==> src/rtl/aes_cipher_iter.sv <==
// -----------------------------------------------------------------------------
// aes_cipher_iter
//
// Iterative AES encryption core: one AES round per clock, driven by the
// expanded key schedule (Words) of a KeyExpansion block. The same RTL covers
// AES-128/192/256 through NK (4, 6 or 8); the round count is NR = NK + 6.
//
// Ports
//   clk       in   rising-edge clock
//   rst_n     in   asynchronous active-low reset
//   start     in   encrypt in_data; only looked at while idle
//   in_data   in   [0:127] plaintext, bit 0 = MSB, byte n = bits [8n:8n+7],
//                  column-major AES state order
//   Words     in   [0:4*(NR+1)*32-1] expanded key, word i = bits [32i:32i+31];
//                  must stay stable from the accepting edge until done
//   out_data  out  [0:127] ciphertext, held until the next done or reset
//   busy      out  high while a block is in flight
//   done      out  one-cycle pulse, out_data updated in that cycle
//
// Timing: start sampled at edge k -> done and valid out_data in the cycle
// after edge k+NR. A new start is accepted in the done cycle.
// -----------------------------------------------------------------------------
module aes_cipher_iter #(
    parameter int NK = 4
) (
    input  logic                      clk,
    input  logic                      rst_n,
    input  logic                      start,
    input  logic [0:127]              in_data,
    input  logic [0:(4*(NK+7)*32)-1]  Words,
    output logic [0:127]              out_data,
    output logic                      busy,
    output logic                      done
);

    localparam int         NR         = NK + 6;
    localparam logic [3:0] LAST_ROUND = 4'(NR);

    typedef enum logic {
        S_IDLE = 1'b0,
        S_RUN  = 1'b1
    } fsm_t;

    // Standard AES forward S-box
    localparam logic [7:0] SBOX [0:255] = '{
        8'h63, 8'h7c, 8'h77, 8'h7b, 8'hf2, 8'h6b, 8'h6f, 8'hc5, 8'h30, 8'h01, 8'h67, 8'h2b, 8'hfe, 8'hd7, 8'hab, 8'h76,
        8'hca, 8'h82, 8'hc9, 8'h7d, 8'hfa, 8'h59, 8'h47, 8'hf0, 8'had, 8'hd4, 8'ha2, 8'haf, 8'h9c, 8'ha4, 8'h72, 8'hc0,
        8'hb7, 8'hfd, 8'h93, 8'h26, 8'h36, 8'h3f, 8'hf7, 8'hcc, 8'h34, 8'ha5, 8'he5, 8'hf1, 8'h71, 8'hd8, 8'h31, 8'h15,
        8'h04, 8'hc7, 8'h23, 8'hc3, 8'h18, 8'h96, 8'h05, 8'h9a, 8'h07, 8'h12, 8'h80, 8'he2, 8'heb, 8'h27, 8'hb2, 8'h75,
        8'h09, 8'h83, 8'h2c, 8'h1a, 8'h1b, 8'h6e, 8'h5a, 8'ha0, 8'h52, 8'h3b, 8'hd6, 8'hb3, 8'h29, 8'he3, 8'h2f, 8'h84,
        8'h53, 8'hd1, 8'h00, 8'hed, 8'h20, 8'hfc, 8'hb1, 8'h5b, 8'h6a, 8'hcb, 8'hbe, 8'h39, 8'h4a, 8'h4c, 8'h58, 8'hcf,
        8'hd0, 8'hef, 8'haa, 8'hfb, 8'h43, 8'h4d, 8'h33, 8'h85, 8'h45, 8'hf9, 8'h02, 8'h7f, 8'h50, 8'h3c, 8'h9f, 8'ha8,
        8'h51, 8'ha3, 8'h40, 8'h8f, 8'h92, 8'h9d, 8'h38, 8'hf5, 8'hbc, 8'hb6, 8'hda, 8'h21, 8'h10, 8'hff, 8'hf3, 8'hd2,
        8'hcd, 8'h0c, 8'h13, 8'hec, 8'h5f, 8'h97, 8'h44, 8'h17, 8'hc4, 8'ha7, 8'h7e, 8'h3d, 8'h64, 8'h5d, 8'h19, 8'h73,
        8'h60, 8'h81, 8'h4f, 8'hdc, 8'h22, 8'h2a, 8'h90, 8'h88, 8'h46, 8'hee, 8'hb8, 8'h14, 8'hde, 8'h5e, 8'h0b, 8'hdb,
        8'he0, 8'h32, 8'h3a, 8'h0a, 8'h49, 8'h06, 8'h24, 8'h5c, 8'hc2, 8'hd3, 8'hac, 8'h62, 8'h91, 8'h95, 8'he4, 8'h79,
        8'he7, 8'hc8, 8'h37, 8'h6d, 8'h8d, 8'hd5, 8'h4e, 8'ha9, 8'h6c, 8'h56, 8'hf4, 8'hea, 8'h65, 8'h7a, 8'hae, 8'h08,
        8'hba, 8'h78, 8'h25, 8'h2e, 8'h1c, 8'ha6, 8'hb4, 8'hc6, 8'he8, 8'hdd, 8'h74, 8'h1f, 8'h4b, 8'hbd, 8'h8b, 8'h8a,
        8'h70, 8'h3e, 8'hb5, 8'h66, 8'h48, 8'h03, 8'hf6, 8'h0e, 8'h61, 8'h35, 8'h57, 8'hb9, 8'h86, 8'hc1, 8'h1d, 8'h9e,
        8'he1, 8'hf8, 8'h98, 8'h11, 8'h69, 8'hd9, 8'h8e, 8'h94, 8'h9b, 8'h1e, 8'h87, 8'he9, 8'hce, 8'h55, 8'h28, 8'hdf,
        8'h8c, 8'ha1, 8'h89, 8'h0d, 8'hbf, 8'he6, 8'h42, 8'h68, 8'h41, 8'h99, 8'h2d, 8'h0f, 8'hb0, 8'h54, 8'hbb, 8'h16
    };

    // ------------------------------------------------------------------
    // Round helper functions
    // ------------------------------------------------------------------

    // Multiply by x in GF(2^8) modulo 0x11B, kept to 8 bits
    function automatic logic [7:0] xtime(input logic [7:0] b);
        return {b[6:0], 1'b0} ^ (b[7] ? 8'h1b : 8'h00);
    endfunction

    // SubBytes: 16 parallel S-box lookups
    function automatic logic [0:127] sub_bytes(input logic [0:127] s);
        logic [0:127] o;
        o = 128'h0;
        for (int n = 0; n < 16; n++) begin
            o[8*n +: 8] = SBOX[s[8*n +: 8]];
        end
        return o;
    endfunction

    // ShiftRows: row r rotates left by r; byte 4c+r takes byte 4((c+r)%4)+r
    function automatic logic [0:127] shift_rows(input logic [0:127] s);
        logic [0:127] o;
        o = 128'h0;
        for (int c = 0; c < 4; c++) begin
            for (int r = 0; r < 4; r++) begin
                o[8*(4*c+r) +: 8] = s[8*(4*((c+r)%4)+r) +: 8];
            end
        end
        return o;
    endfunction

    // MixColumns on one 4-byte column (row 0 in the top byte)
    function automatic logic [0:31] mix_column(input logic [0:31] col);
        logic [7:0] a0;
        logic [7:0] a1;
        logic [7:0] a2;
        logic [7:0] a3;
        a0 = col[0:7];
        a1 = col[8:15];
        a2 = col[16:23];
        a3 = col[24:31];
        // 2*a ^ 3*b ^ c ^ d with 3*b expanded as xtime(b) ^ b
        return {xtime(a0) ^ xtime(a1) ^ a1 ^ a2 ^ a3,
                a0 ^ xtime(a1) ^ xtime(a2) ^ a2 ^ a3,
                a0 ^ a1 ^ xtime(a2) ^ xtime(a3) ^ a3,
                xtime(a0) ^ a0 ^ a1 ^ a2 ^ xtime(a3)};
    endfunction

    // MixColumns over all four columns
    function automatic logic [0:127] mix_columns(input logic [0:127] s);
        logic [0:127] o;
        o = 128'h0;
        for (int c = 0; c < 4; c++) begin
            o[32*c +: 32] = mix_column(s[32*c +: 32]);
        end
        return o;
    endfunction

    // ------------------------------------------------------------------
    // Registers and next-state wires
    // ------------------------------------------------------------------
    fsm_t         r_fsm;
    logic [0:127] r_state;
    logic [3:0]   r_round;
    logic [0:127] r_out;
    logic         r_busy;
    logic         r_done;

    fsm_t         w_fsm_nxt;
    logic [0:127] w_state_nxt;
    logic [3:0]   w_round_nxt;
    logic [0:127] w_out_nxt;
    logic         w_busy_nxt;
    logic         w_done_nxt;

    logic [0:127] w_key0;
    logic [0:127] w_round_key;
    logic [0:127] w_sr;
    logic [0:127] w_mid_round;
    logic [0:127] w_last_round;

    // Round r uses words 4r..4r+3, i.e. the 128-bit slice starting at r*128
    assign w_key0       = Words[0:127];
    assign w_round_key  = Words[{r_round, 7'b0000000} +: 128];
    assign w_sr         = shift_rows(sub_bytes(r_state));
    assign w_mid_round  = mix_columns(w_sr) ^ w_round_key;
    assign w_last_round = w_sr ^ w_round_key;

    // Next-state and output decode for the IDLE/RUN controller
    always_comb begin
        w_fsm_nxt   = r_fsm;
        w_state_nxt = r_state;
        w_round_nxt = r_round;
        w_out_nxt   = r_out;
        w_busy_nxt  = r_busy;
        w_done_nxt  = 1'b0;
        case (r_fsm)
            S_IDLE: begin
                if (start) begin
                    // Initial AddRoundKey folded into the accepting edge
                    w_state_nxt = in_data ^ w_key0;
                    w_round_nxt = 4'd1;
                    w_busy_nxt  = 1'b1;
                    w_fsm_nxt   = S_RUN;
                end else begin
                    w_busy_nxt  = 1'b0;
                end
            end
            S_RUN: begin
                if (r_round == LAST_ROUND) begin
                    // Final round skips MixColumns and lands in out_data
                    w_out_nxt   = w_last_round;
                    w_done_nxt  = 1'b1;
                    w_busy_nxt  = 1'b0;
                    w_round_nxt = 4'd0;
                    w_fsm_nxt   = S_IDLE;
                end else begin
                    w_state_nxt = w_mid_round;
                    w_round_nxt = r_round + 4'd1;
                    w_busy_nxt  = 1'b1;
                end
            end
            default: begin
                w_fsm_nxt   = S_IDLE;
                w_busy_nxt  = 1'b0;
                w_round_nxt = 4'd0;
            end
        endcase
    end

    // State, round counter and output registers; reset drops any in-flight block
    always_ff @(posedge clk or negedge rst_n) begin
        if (!rst_n) begin
            r_fsm   <= S_IDLE;
            r_state <= 128'h0;
            r_round <= 4'd0;
            r_out   <= 128'h0;
            r_busy  <= 1'b0;
            r_done  <= 1'b0;
        end else begin
            r_fsm   <= w_fsm_nxt;
            r_state <= w_state_nxt;
            r_round <= w_round_nxt;
            r_out   <= w_out_nxt;
            r_busy  <= w_busy_nxt;
            r_done  <= w_done_nxt;
        end
    end

    assign out_data = r_out;
    assign busy     = r_busy;
    assign done     = r_done;

endmodule

==> config.mk <==
export PLATFORM = sky130hd
export DESIGN_NAME = aes_cipher_iter
export DESIGN_NICKNAME = d
export VERILOG_FILES = /design/src/rtl/aes_cipher_iter.sv
export SDC_FILE = /design/constraint.sdc
export NUM_CORES = 2
export LEC_CHECK = 0
export CAP_MARGIN = 20
export CORE_AREA = 10 10 642 644
export CTS_BUF_LIST = sky130_fd_sc_hd__clkbuf_8
export DETAILED_ROUTE_END_ITERATION = 10
export DIE_AREA = 0 0 652 654
export PLACE_DENSITY = 0.5
export REMOVE_ABC_BUFFERS = 1
export SYNTH_ARGS = -nofsm -noshare
export SYNTH_HDL_FRONTEND = slang
export SYNTH_SLANG_ARGS = --single-unit
export TNS_END_PERCENT = 100
==> constraint.sdc <==
create_clock -name clk -period 4.6 [get_ports clk]
set_clock_uncertainty 0.15 [all_clocks]
set_input_delay 0.92 -clock clk [delete_from_list [all_inputs] [get_ports clk]]
set_output_delay 0.92 -clock clk [all_outputs]
set_load 0.02 [all_outputs]
# After elaboration in Yosys (flattened, before gate mapping)
# Memories as Yosys holds them, arrays and structs flattened.
# Index checks and enable logic that the tools add are counted.
dict set report totals {
  regBits 262
  mem_bits_ro 32768
  in_bits 1539
  memories 16
}
# memory words word_bits read_ports rd_clocked_by_memory_dff wr line_no
set memory_table {}
lappend memory_table {{(no name shown)} 256 8 1 0 0 78} ;# o[8*n +: 8] = SBOX[s[8*n +: 8]];
lappend memory_table {{(no name shown)} 256 8 1 0 0 78}
lappend memory_table {{(no name shown)} 256 8 1 0 0 78}
lappend memory_table {{(no name shown)} 256 8 1 0 0 78}
lappend memory_table {{(no name shown)} 256 8 1 0 0 78}
lappend memory_table {{(no name shown)} 256 8 1 0 0 78}
lappend memory_table {{+10 memories} -- -- -- -- -- --}
dict set report op_classes {
  n_addsub 1
  order_cmp 16
  eq_ne 3
  shifts 1
  mux 59
  n_bitwise 101
  reduce_logical 2
}
# cell n
set ops {}
lappend ops {{1408-bit by 12-bit variable part select with 1409-bit output} 1}
lappend ops {{8-bit XOR} 64}
lappend ops {{128-bit XOR} 3}
lappend ops {{128-bit 2-to-1 mux} 2}
lappend ops {{8-bit 2-to-1 mux} 32}
lappend ops {{128-bit one-hot mux with 2 select lines} 1}
lappend ops {{9-bit >= comparator, second input constant} 16}
lappend ops {{8-bit inverter with 9-bit output} 16}
lappend ops {{8-bit by 5-bit XOR with 8-bit output} 16}
lappend ops {{5-bit 2-to-1 mux} 16}
lappend ops {{11-bit inverter with 12-bit output} 1}
lappend ops {{4-bit 2-to-1 mux} 2}
lappend ops {{4-bit one-hot mux with 2 select lines} 1}
lappend ops {{4-bit by 1-bit adder with 4-bit output, second input constant} 1}
lappend ops {{4-bit == test, second input constant} 1}
lappend ops {{1-bit 2-to-1 mux} 4}
lappend ops {{2-bit != test, second input constant} 2}
lappend ops {{2-bit AND reduction} 2}
lappend ops {{1-bit one-hot mux with 2 select lines} 1}
lappend ops {{1-bit inverter} 1}

# Longest topological paths before layout
dict set report logic_depth {
  word_depth 13
  depth_mapped 17
  ltp_nobuf 14
}

# Worst setup path after synthesis
# Ideal clock, no wire load.
dict set report synth_path {
  kind {reg-to-reg}
  start {register r_state[46] (netlist bit)}
  end {register r_state[5] (netlist bit)}
  setup_ns 0.133
  t_arrival_ns 3.982
  required_time_ns 4.317
  slack_ns 0.335
  path_stages_with_launch 17
  synth_period_minus_slack_ns 4.265
  path_cell_list {dfrtp_1 buf_2 clkbuf_1 buf_1 inv_1 ha_1 clkbuf_1 nand2_1 a21oi_1 a31oi_1 mux4_2 or2_2 a31oi_4 xor2_1 xnor2_1 xnor2_1 o21ai_0}
}
dict set report synth_via {
  elab_chain_cells 12
}
# item line_no
set synth_rtl {}
lappend synth_rtl {{from (decl)} 126} ;# logic [0:127] r_state;
lappend synth_rtl {{from (signal assigned)} 205} ;# r_state <= w_state_nxt;
lappend synth_rtl {{8-bit inverter with 9-bit output (implied by the code) *} 78}
lappend synth_rtl {{memory read 256 x 8 bit *} --}
lappend synth_rtl {{8-bit 2-to-1 mux (implied by the code) * (2 in series)} 78}
lappend synth_rtl {{8-bit by 5-bit XOR with 8-bit output} 70} ;# return {b[6:0], 1'b0} ^ (b[7] ? 8'h1b : 8'h00);
lappend synth_rtl {{8-bit XOR} 106} ;# return {xtime(a0) ^ xtime(a1) ^ a1 ^ a2 ^ a3,
lappend synth_rtl {{8-bit XOR * (3 in series)} 106}
lappend synth_rtl {{128-bit XOR *} 149} ;# assign w_mid_round = mix_columns(w_sr) ^ w_round_key;
lappend synth_rtl {{128-bit 2-to-1 mux *} 173} ;# if (r_round == LAST_ROUND) begin
lappend synth_rtl {{128-bit one-hot mux with 2 select lines *} 160} ;# case (r_fsm)
# Mark *: on every way between the ends. The rest lies on a longest branch, timed or not. The select of a mux whose other input is x is not followed.
# A chain may end at the register's enable or synchronous reset.

# Worst setup path in the final report
dict set report layout_path {
  start {register r_state[87] (netlist bit)}
  end {register r_state[10] (netlist bit)}
}
dict set report layout_via {
  elab_chain_cells 11
}
# item line_no
set layout_rtl {}
lappend layout_rtl {{8-bit inverter with 9-bit output (implied by the code) *} 78}
lappend layout_rtl {{memory read 256 x 8 bit *} --}
lappend layout_rtl {{8-bit 2-to-1 mux (implied by the code) * (2 in series)} 78}
lappend layout_rtl {{8-bit by 5-bit XOR with 8-bit output} 70}
lappend layout_rtl {{8-bit XOR} 107} ;# a0 ^ xtime(a1) ^ xtime(a2) ^ a2 ^ a3,
lappend layout_rtl {{8-bit XOR * (2 in series)} 107}
lappend layout_rtl {{128-bit XOR *} 149}
lappend layout_rtl {{128-bit 2-to-1 mux *} 173}
lappend layout_rtl {{128-bit one-hot mux with 2 select lines *} 160}
# Marked as above.

==> qor.yml <==
area_growth_syn_to_layout_pct: 35.5
numCtsBuffers: 61
hold_path_class: "in -> async"
grt_max_degree: 127
worstSetupStartpointType: "register"
grt_usage: 0.299
route.detailed.drc: 0
drt_pass1_iterations: 6
cts_buffer_depth: 3
syn_area_per_cell_sq_um: 7.25
tightest_slew_ns: 1.32
grt_overflow: 0
finalNonFillerCells: 18300
vias: 108000
die_x_um: 652
slew_headroom: 0.116
h-tree-depth: 2
hpwl_um: 555000
portBuffers: 1668
cts_tree: "built"
final_common_cell: "clkdlybuf4s50_1"
critPathCaptureType: "register"
via_per_inst: 5.92
whs_ns: 0.326
finalCritPeriodShare: 0.984
seq_area_frac_synth: 0.0801
drtIter0Drc: 16900
clock_latency_ns: 0.99
crit_required_ns: 5.25
arrival_ns: 5.18
clock-sinks: 262
synth-edff-count: 0
postRouteAntennaNets: 0
ys_warn_count: 0
antenna_found_initial: 200
rows: 232
hold_viol_final: 0
cp_max_fo: 11
ioPinCount: 1669
start_util: 0.205
rsz0062_at_grt: "no"
clk_pin_slew_worst_paths_ns: 0.09
routedWlPerCell_um: 37.3
grt_pass1_wl_um: 909000
synth_cell_types: 116
status: "finished, final reports clean"
wirelength_um: 682000
final_cell_mix: "clkdlybuf4s50_1, o21ai_0, buf_4"
final-setup-viol-count: 0
fin_crit_ns: 4.53
async_flop_share: 1.00
n_fill_cell: 43700
dieArea_sq_um: 426000
finalNetCount: 14600
finalWeightedCongestion: 1.05
grt_pass1_vias: 101000
fmax_ghz: 0.221
fin_util: 0.278
synth_seq_cells: 262
ctsRootBufferMaster: "clkbuf_8"
synthesis.area_sq_um: 81900
ys.flop_type: "dfrtp_1"
dp.cells: 18000
drive_gt1_frac: 0.157
drv_slew: 0
core_area_sq_um: 399000
r2r_cells: 12
fin_tns_setup_ns: 0
crit_type: "reg -> reg"
chipHeight_um: 654
syn_inst: 11300
drv_cap: 0
[critical path: stages, from the launching register on]
cell	delay [ns]
dfrtp_1	0.62
inv_1	0.17
ha_1	0.66
buf_4	0.22
nor2b_1	0.24
buf_4	0.18
o31ai_1	0.08
mux4_2	0.47
mux2_2	0.28
a21oi_2	0.42
xor2_1	0.52
xnor2_1	0.19
o21ai_0	0.10
[per-stage QoR]
step | worst slack, ns | instance area [sq um]
6_report | 0.0713 | 111000
5_1_grt | 0.0122 | 111000
4_1_cts | 0.0222 | 110000
3_5_place_dp | 0.0387 | 109000
3_3_place_gp | -0.105 | 109000
2_1_floorplan | -19.04 | 76100
[synthesized netlist by cell type (all sizes together), types with 223 or more instances]
master / n / area, sq um
mux4: 475 / 10700
nand3: 278 / 1390
nor3: 449 / 2250
ha: 233 / 2920
nand2: 864 / 3250
nor2: 789 / 2970
mux2i: 352 / 3530
a21oi: 981 / 4920
xnor2: 635 / 5610
a211oi: 223 / 1700
clkbuf: 763 / 2870
dfrtp: 262 / 6560
buf: 579 / 2920
a31oi: 227 / 1450
nor2b: 267 / 1670
o21ai: 1122 / 5620
nand2b: 319 / 2000
[area by class of cell]
cell class	instances	area, sq um	share of cell area
multi-input cells	9534	69100	0.623
well taps	5265	6590	0.0594
inverters	164	616	0.00555
diodes	146	365	0.00329
clock buffers	77	1060	0.00955
flip-flops and latches	262	6680	0.0603
repair buffers	2780	26200	0.236
clock inverters	38	315	0.00284
[routing by layer]
metal  routed length [um]  part of all wire  GRT usage
met1               260000              0.38      0.369
met4                52000             0.076      0.180
met2               300000              0.44      0.467
met5                  505           0.00074          0
met3                69200              0.10     0.0779
[path summary, 6_finish.rpt]
kind,slack [ns],end,startpoint
setup / recovery,0.07,r_state[10],r_state[87]
hold / removal,0.33,out_data[30],rst_n
setup reg to reg,0.07,r_state[10],r_state[87]
hold reg to reg,0.33,out_data[33],out_data[33]
max in group asynchronous,2.67,r_state[29],rst_n
min in group clk,0.33,out_data[33],out_data[33]
[logic make-up after synthesis]
| kind of cell | share of synthesized area |
|---|---|
| xor gates and xnor gates | 0.0924 |
| AOI/OAI and AO/OA | 0.331 |
| adders and majority gates | 0.0356 |
| DFF | 0.0801 |
| buffers and inverters | 0.0782 |
| and+or+nand+nor | 0.204 |
| muxes | 0.179 |
[sequential cells by signal, summed over array words and instances, names as in the netlist]
register and cells:
r_round 4, r_state 128, done 1, r_fsm 1
out_data 128
[repair_timing]
action,CTS,global route
gates resized for setup,0,15
endpoints found under the setup margin,0,18
hold buffers,1,0
hold endpoints to repair,32,0
buffers inserted,0,0
Power is not shown: default switching activity piles up to over one toggle a cycle in this logic, so the estimate is an artifact.
